==> config.mk <==
export PLATFORM = sky130hd
export DESIGN_NAME = circuito_exp5
export DESIGN_NICKNAME = d
export VERILOG_FILES = /design/src/rtl/circuito_exp5_pkg.sv /design/src/rtl/circuito_exp5_hexa7seg.sv /design/src/rtl/circuito_exp5.sv
export SDC_FILE = /design/constraint.sdc
export NUM_CORES = 1
export LEC_CHECK = 0
export CAP_MARGIN = 25
export CORE_MARGIN = 2
export CORE_UTILIZATION = 30
export CTS_CLUSTER_SIZE = 24
export DETAILED_ROUTE_END_ITERATION = 12
export PLACE_DENSITY = 0.59
export SLEW_MARGIN = 10
export SYNTH_ARGS = -nofsm -noshare
export SYNTH_HDL_FRONTEND = slang
export SYNTH_SLANG_ARGS = --single-unit
==> constraint.sdc <==
create_clock -name clock -period 3.55 [get_ports clock]
set_input_delay 0.71 -clock clock [delete_from_list [all_inputs] [get_ports clock]]
set_output_delay 0.71 -clock clock [all_outputs]
set_load 0.05 [all_outputs]
==> src/rtl/circuito_exp5_pkg.sv <==
// Shared definitions for the sequence-memory game: state codes and the fixed play sequence.
package circuito_exp5_pkg;

    localparam logic [3:0] COD_INICIAL    = 4'h0;
    localparam logic [3:0] COD_PREPARACAO = 4'h1;
    localparam logic [3:0] COD_ESPERA     = 4'h2;
    localparam logic [3:0] COD_REGISTRA   = 4'h4;
    localparam logic [3:0] COD_COMPARACAO = 4'h5;
    localparam logic [3:0] COD_PROXIMO    = 4'h6;
    localparam logic [3:0] COD_FIM_ACERTO = 4'hA;
    localparam logic [3:0] COD_FIM_ERRO   = 4'hE;

    typedef enum logic [3:0] {
        ST_INICIAL    = COD_INICIAL,
        ST_PREPARACAO = COD_PREPARACAO,
        ST_ESPERA     = COD_ESPERA,
        ST_REGISTRA   = COD_REGISTRA,
        ST_COMPARACAO = COD_COMPARACAO,
        ST_PROXIMO    = COD_PROXIMO,
        ST_FIM_ACERTO = COD_FIM_ACERTO,
        ST_FIM_ERRO   = COD_FIM_ERRO
    } estado_t;

    localparam logic [3:0] ULTIMO_PASSO = 4'hF;

    // Sequence the player must reproduce, one one-hot switch per step.
    function automatic logic [3:0] rom_sequencia(input logic [3:0] endereco);
        logic [3:0] dado;
        dado = 4'h0;
        case (endereco)
            4'h0: dado = 4'h1;
            4'h1: dado = 4'h2;
            4'h2: dado = 4'h4;
            4'h3: dado = 4'h8;
            4'h4: dado = 4'h4;
            4'h5: dado = 4'h2;
            4'h6: dado = 4'h1;
            4'h7: dado = 4'h1;
            4'h8: dado = 4'h2;
            4'h9: dado = 4'h2;
            4'hA: dado = 4'h4;
            4'hB: dado = 4'h4;
            4'hC: dado = 4'h8;
            4'hD: dado = 4'h8;
            4'hE: dado = 4'h1;
            4'hF: dado = 4'h4;
            default: dado = 4'h0;
        endcase
        return dado;
    endfunction

endpackage

==> src/rtl/circuito_exp5_hexa7seg.sv <==
// Hex digit to 7-segment decoder, segments active-low in gfedcba order.
module hexa7seg (
    input  logic [3:0] hexa,
    output logic [6:0] display
);

    always_comb begin
        display = 7'h7F;
        case (hexa)
            4'h0: display = 7'h40;
            4'h1: display = 7'h79;
            4'h2: display = 7'h24;
            4'h3: display = 7'h30;
            4'h4: display = 7'h19;
            4'h5: display = 7'h12;
            4'h6: display = 7'h02;
            4'h7: display = 7'h78;
            4'h8: display = 7'h00;
            4'h9: display = 7'h10;
            4'hA: display = 7'h08;
            4'hB: display = 7'h03;
            4'hC: display = 7'h46;
            4'hD: display = 7'h21;
            4'hE: display = 7'h06;
            4'hF: display = 7'h0E;
            default: display = 7'h7F;
        endcase
    end

endmodule

==> src/rtl/circuito_exp5.sv <==
// Sequence-memory game core: control FSM, datapath (counter, ROM, play register,
// comparator, play-edge detector) and the 7-segment debug displays.
//
//   state      | meaning
//   inicial    | idle after reset, waits for iniciar
//   preparacao | clears counter and play register
//   espera     | waits for a new switch play
//   registra   | latches the switches into the play register
//   comparacao | compares the play with ROM[contagem]
//   proximo    | advances to the next step
//   fim_acerto | whole sequence matched, waits for iniciar
//   fim_erro   | a play missed, waits for iniciar
module circuito_exp5
    import circuito_exp5_pkg::*;
(
    input  logic       clock,
    input  logic       reset,
    input  logic       iniciar,
    input  logic [3:0] chaves,
    output logic       acertou,
    output logic       errou,
    output logic       pronto,
    output logic [3:0] leds,
    output logic       db_igual,
    output logic [6:0] db_contagem,
    output logic [6:0] db_memoria,
    output logic [6:0] db_estado,
    output logic [6:0] db_jogadafeita,
    output logic       db_clock,
    output logic       db_iniciar,
    output logic       db_tem_jogada
);

    estado_t    estado;
    estado_t    estado_prox;
    logic [3:0] contagem;
    logic [3:0] jogada_reg;
    logic [3:0] memoria;
    logic       tem_jogada;
    logic       tem_jogada_q;
    logic       jogada;
    logic       igual;
    logic       fim;

    // Datapath
    assign memoria    = rom_sequencia(contagem);
    assign igual      = (jogada_reg == memoria);
    assign fim        = (contagem == ULTIMO_PASSO);
    assign tem_jogada = |chaves;
    // A held switch counts once: only the 0 -> nonzero transition is a play.
    assign jogada     = tem_jogada & ~tem_jogada_q;

    always_ff @(posedge clock or negedge reset) begin
        if (!reset) begin
            tem_jogada_q <= 1'b0;
        end else begin
            tem_jogada_q <= tem_jogada;
        end
    end

    always_ff @(posedge clock or negedge reset) begin
        if (!reset) begin
            contagem <= 4'h0;
        end else if (estado == ST_PREPARACAO) begin
            contagem <= 4'h0;
        end else if (estado == ST_PROXIMO) begin
            contagem <= contagem + 4'h1;
        end
    end

    always_ff @(posedge clock or negedge reset) begin
        if (!reset) begin
            jogada_reg <= 4'h0;
        end else if (estado == ST_PREPARACAO) begin
            jogada_reg <= 4'h0;
        end else if (estado == ST_REGISTRA) begin
            jogada_reg <= chaves;
        end
    end

    // Control unit: next-state logic
    always_comb begin
        estado_prox = estado;
        case (estado)
            ST_INICIAL:    if (iniciar) estado_prox = ST_PREPARACAO;
            ST_PREPARACAO: estado_prox = ST_ESPERA;
            ST_ESPERA:     if (jogada) estado_prox = ST_REGISTRA;
            ST_REGISTRA:   estado_prox = ST_COMPARACAO;
            ST_COMPARACAO: begin
                if (!igual)
                    estado_prox = ST_FIM_ERRO;
                else if (fim)
                    estado_prox = ST_FIM_ACERTO;
                else
                    estado_prox = ST_PROXIMO;
            end
            ST_PROXIMO:    estado_prox = ST_ESPERA;
            ST_FIM_ACERTO: if (iniciar) estado_prox = ST_PREPARACAO;
            ST_FIM_ERRO:   if (iniciar) estado_prox = ST_PREPARACAO;
            default:       estado_prox = ST_INICIAL;
        endcase
    end

    // Outputs are registered from the next state so they track the state register exactly.
    always_ff @(posedge clock or negedge reset) begin
        if (!reset) begin
            estado  <= ST_INICIAL;
            acertou <= 1'b0;
            errou   <= 1'b0;
            pronto  <= 1'b0;
        end else begin
            estado  <= estado_prox;
            acertou <= (estado_prox == ST_FIM_ACERTO);
            errou   <= (estado_prox == ST_FIM_ERRO);
            pronto  <= (estado_prox == ST_FIM_ACERTO) || (estado_prox == ST_FIM_ERRO);
        end
    end

    assign leds          = jogada_reg;
    assign db_igual      = igual;
    assign db_clock      = clock;
    assign db_iniciar    = iniciar;
    assign db_tem_jogada = tem_jogada;

    hexa7seg u_hex_contagem (
        .hexa    (contagem),
        .display (db_contagem)
    );

    hexa7seg u_hex_memoria (
        .hexa    (memoria),
        .display (db_memoria)
    );

    hexa7seg u_hex_estado (
        .hexa    (estado),
        .display (db_estado)
    );

    hexa7seg u_hex_jogada (
        .hexa    (jogada_reg),
        .display (db_jogadafeita)
    );

endmodule

==> flow_results.org <==
** Global routing
- Remaining global-route overflow :: 0
- Global Route Usage Sum :: 0.137
- The first global-routing pass estimated 8250 um of wire.
- Number of global-route vias before repair :: 1762
- Entering global routing, the biggest net connects 22 pins.
- Initial antenna violation count :: 0

** Setup path
- For the worst setup path, the data arrival time is 2.69 ns.
- The critical path is of the clock port to primary output type.
- In this run the critical register-to-register path is launched from contagem[1]$_DFFE_PN0P_.
- CP required :: 2.84 ns
- Logic depth of the worst register-to-register path :: 8
- The endpoint identified for the worst register-to-register timing path is acertou$_DFF_PN0_.
- The worst setup path is launched from a clock port.
- Worst R2R Setup Slack :: 1.07 ns
- Of all nets on the critical path, the largest fanout is 2.
- STA classifies the critical path endpoint as a primary output.

** Finish
- Once layout is complete, the cells apart from fillers number 365.
- Post-layout util :: 0.420
- Area Growth Syn to Fin :: 34.6%
- At the end of the flow, the number of nets in the layout was 322.
- Ratio of cells with drive above 1 in the final layout :: 0.149
- ANT cells :: 0

** Synthesis
- Syn_nets :: 276
- Cell variety after synth :: 46
- Of the total synthesized cell area, the portion taken by AND, OR, NAND and NOR gates is 0.201.
- The most used flip-flop cell after synthesis is sky130_fd_sc_hd__dfrtp_1.
- Of the total synthesized cell area, the portion taken by XOR and XNOR cells is 0.00439.
- The commonest cells after synthesis are 26 x sky130_fd_sc_hd__ha_1, 22 x sky130_fd_sc_hd__nand2_1, 20 x sky130_fd_sc_hd__nor2_1.
- For this run, the number of Yosys warnings is 0.
- Fraction of the mapped netlist area in compound gates :: 0.253
- sky130_fd_sc_hd__dfrtp_1 takes more of the synthesized area than any other cell.
- Combinational family with the most area after synthesis :: compound AO/OA/AOI/OAI gates
- Synthesis produced a netlist whose cell count is 243.
- The share of the Yosys chip area taken by registers is 0.201.
- Area contributors post-synth :: sky130_fd_sc_hd__dfrtp_1 20%, sky130_fd_sc_hd__ha_1 16%, sky130_fd_sc_hd__mux2i_1 5.5%, sky130_fd_sc_hd__a22o_1 5.3%, sky130_fd_sc_hd__mux4_2 4.5%
- Mux cell area share after synthesis :: 0.100
- Adder and majority gate portion of the synthesized area :: 0.163
- Cell area after technology mapping :: 1990 um2
- Each instance of the synthesized netlist takes up on average 8.21 um2.
- Number of flip-flops and latches in the synthesized netlist :: 16
- Yosys instantiated no cell more often than sky130_fd_sc_hd__ha_1.
- Of the post-synthesis cell area, the dominant cell type holds 0.201.
- Async set-or-reset flop fraction in the synthesized netlist :: 1.00
- The synthesized design contains 0 enable-type register cells.

** Floorplan
- Die Footprint :: 7320 um2
- Die Span X :: 85.5 um
- Std-Cell Rows :: 29
- Boundary Pins :: 46
- The floorplan step set the die height to 85.5 um.
- Initial standard-cell utilization of the core :: 0.312
- Floorplan core area :: 6390 um2

** Placed design
- Prior to clock tree synthesis, the placed netlist has a worst setup slack of 0.283 ns.
- Input and output buffers added on the ports amount to 45.
- Cell count after placement :: 352
- Weighted congestion at the end of routability-driven global placement :: 0.762
- Once detailed placement completed, the half-perimeter wirelength came to 3690 um.

** Routing
- For this run, design rule violations remaining after detail routing come to 0.
- For this run, the detailed router's first-pass iteration total came to 4.
- Drt wl/cell :: 13.3 um
- Number of vias per cell after detailed routing :: 5.09
- Summing over every cut layer, the via total after detailed routing is 1859.
- Once detail routing completed, the nets flagged for antenna violations numbered 0.
- Wires add up to 4860 um.
- Number of DRC markers after the initial detailed-route iteration :: 71

** Clock network
- Clock-pin slew reported for the worst setup and hold paths after clock tree synthesis :: 0.06 ns
- TritonCTS clock tree :: yes
- Clock latency on the worst-skew pair :: 0.35 ns

** Min path
- The worst hold path belongs to the class register to register.
- Along the worst hold path, the cell count comes to 1.
- Startpoint of the most critical hold path :: contagem[2]$_DFFE_PN0P_
- Sink of the worst hold path :: contagem[2]$_DFFE_PN0P_

** Timing
- RSZ-0062 raised after global routing :: no
- Least-Margin Pin Slew :: 0.717 ns
- Setup violations remaining at the end of the flow were counted as 0.
- Between clock sinks in the finished design, the worst skew comes to 0.00375 ns.
- For the final routed database, the setup TNS stands at 0 ns.
- The final number of max-transition violations is 0.
- Minimum setup slack in the final design :: 0.154 ns
- Final Hold Fails :: 0
- Headroom to the max-slew limit came out at 0.521.

** Outcome
- The flow ran to the end, and the final reports show no timing, DRC or antenna violations.

** Power
- Across the VDD grid, the largest voltage drop is 501 uV.
- After layout, the design draws a total of 0.00245 W.
- Summed over all cells, the static leakage comes to 1.16 nW.
- Power density normalized to cell area :: 911 nW/um2

** Flow run
- The tool flagged a number of max-cap violations equal to 0.
==> cell usage in the layout (no fill, tap or decap), types with 11 or more instances in the layout <==
cell / netlist / routed
sky130_fd_sc_hd__inv_1: 16 / 14
sky130_fd_sc_hd__buf_4: 2 / 13
sky130_fd_sc_hd__nor2_1: 20 / 20
sky130_fd_sc_hd__clkdlybuf4s50_1: 0 / 37
sky130_fd_sc_hd__mux2i_1: 11 / 11
sky130_fd_sc_hd__dfrtp_1: 16 / 14
sky130_fd_sc_hd__nand2_1: 22 / 22
sky130_fd_sc_hd__ha_1: 26 / 26
sky130_fd_sc_hd__a22o_1: 12 / 12
sky130_fd_sc_hd__o21ai_0: 16 / 15
==> registers in the layout, indices dropped and copies added, names as in the netlist <==
signal / flops
errou: 1
leds: 4
acertou: 1
pronto: 1
contagem: 4
estado: 4
tem_jogada_q: 1
==> area by class of cell <==
class	instances	area [um2]
Clock buffer	8	106
Fill cell	644	3700
Inverter	19	71.3
Multi-Input combinational cell	191	1450
Sequential cell	16	403
Tap cell	77	96.3
Timing Repair Buffer	54	558
==> where the power goes <==
group	leakage, nW	internal (W)	switching (W)
clock	0.0542	0.000189	0.000119
combinational	0.893	0.000682	0.00115
sequential	0.212	0.000219	0.0000916
total	1.16	0.00109	0.00136
==> worst max-delay path by stage <==
stage | from | endpoint | slack, ns | cells after the start
2_1_floorplan | contagem[1]$_DFFE_PN0P_ | db_memoria[1] | 0.04 | 7
3_3_place_gp | contagem[1]$_DFFE_PN0P_ | db_memoria[3] | 0.37 | 10
3_5_place_dp | contagem[1]$_DFFE_PN0P_ | db_memoria[3] | 0.28 | 10
4_1_cts | contagem[0]$_DFFE_PN0P_ | db_memoria[3] | -0.006 | 9
5_1_grt | contagem[0]$_DFFE_PN0P_ | db_memoria[3] | 0.005 | 10
6_report | clock | db_clock | 0.15 | 3
==> metal layers <==
metal | GRT usage | vias up | wire length [um]
met5 | 0 | - | 0
met4 | 0.0375 | 0 | 31
met1 | 0.172 | 855 | 2200
met2 | 0.238 | 35 | 2410
li1 | - | 964 | -
met3 | 0.0308 | 5 | 219
==> critical path, cell delays in order <==
cell                              delay [ns]
sky130_fd_sc_hd__clkbuf_8               0.11
sky130_fd_sc_hd__clkbuf_8               0.12
sky130_fd_sc_hd__clkdlybuf4s50_1        0.69
==> kinds of logic (layout without fill, tap and decap cells) <==
kind of cell / Yosys count / after routing
compound gates: 69 / 69
mux: 15 / 15
flops: 16 / 16
xor+xnor: 1 / 1
fa+ha+maj: 26 / 26
buf+inv: 36 / 81
simple gates: 80 / 80
==> repair_timing <==
action | in CTS | in global routing
resized for setup | 2 | 4
setup endpoints to repair | 3 | 7
setup buffers | 2 | 4
hold buffers | 0 | 0
==> stage by stage <==
stage	hold slack (ns)	instance area (um2)
final	0.573	2680
after global routing	0.600	2680
after CTS	0.574	2650
after detailed placement	0.566	2540
after global placement	0.553	2540
after floorplan	0.414	2000
No activity file was read; power rests on OpenSTA's default activity.
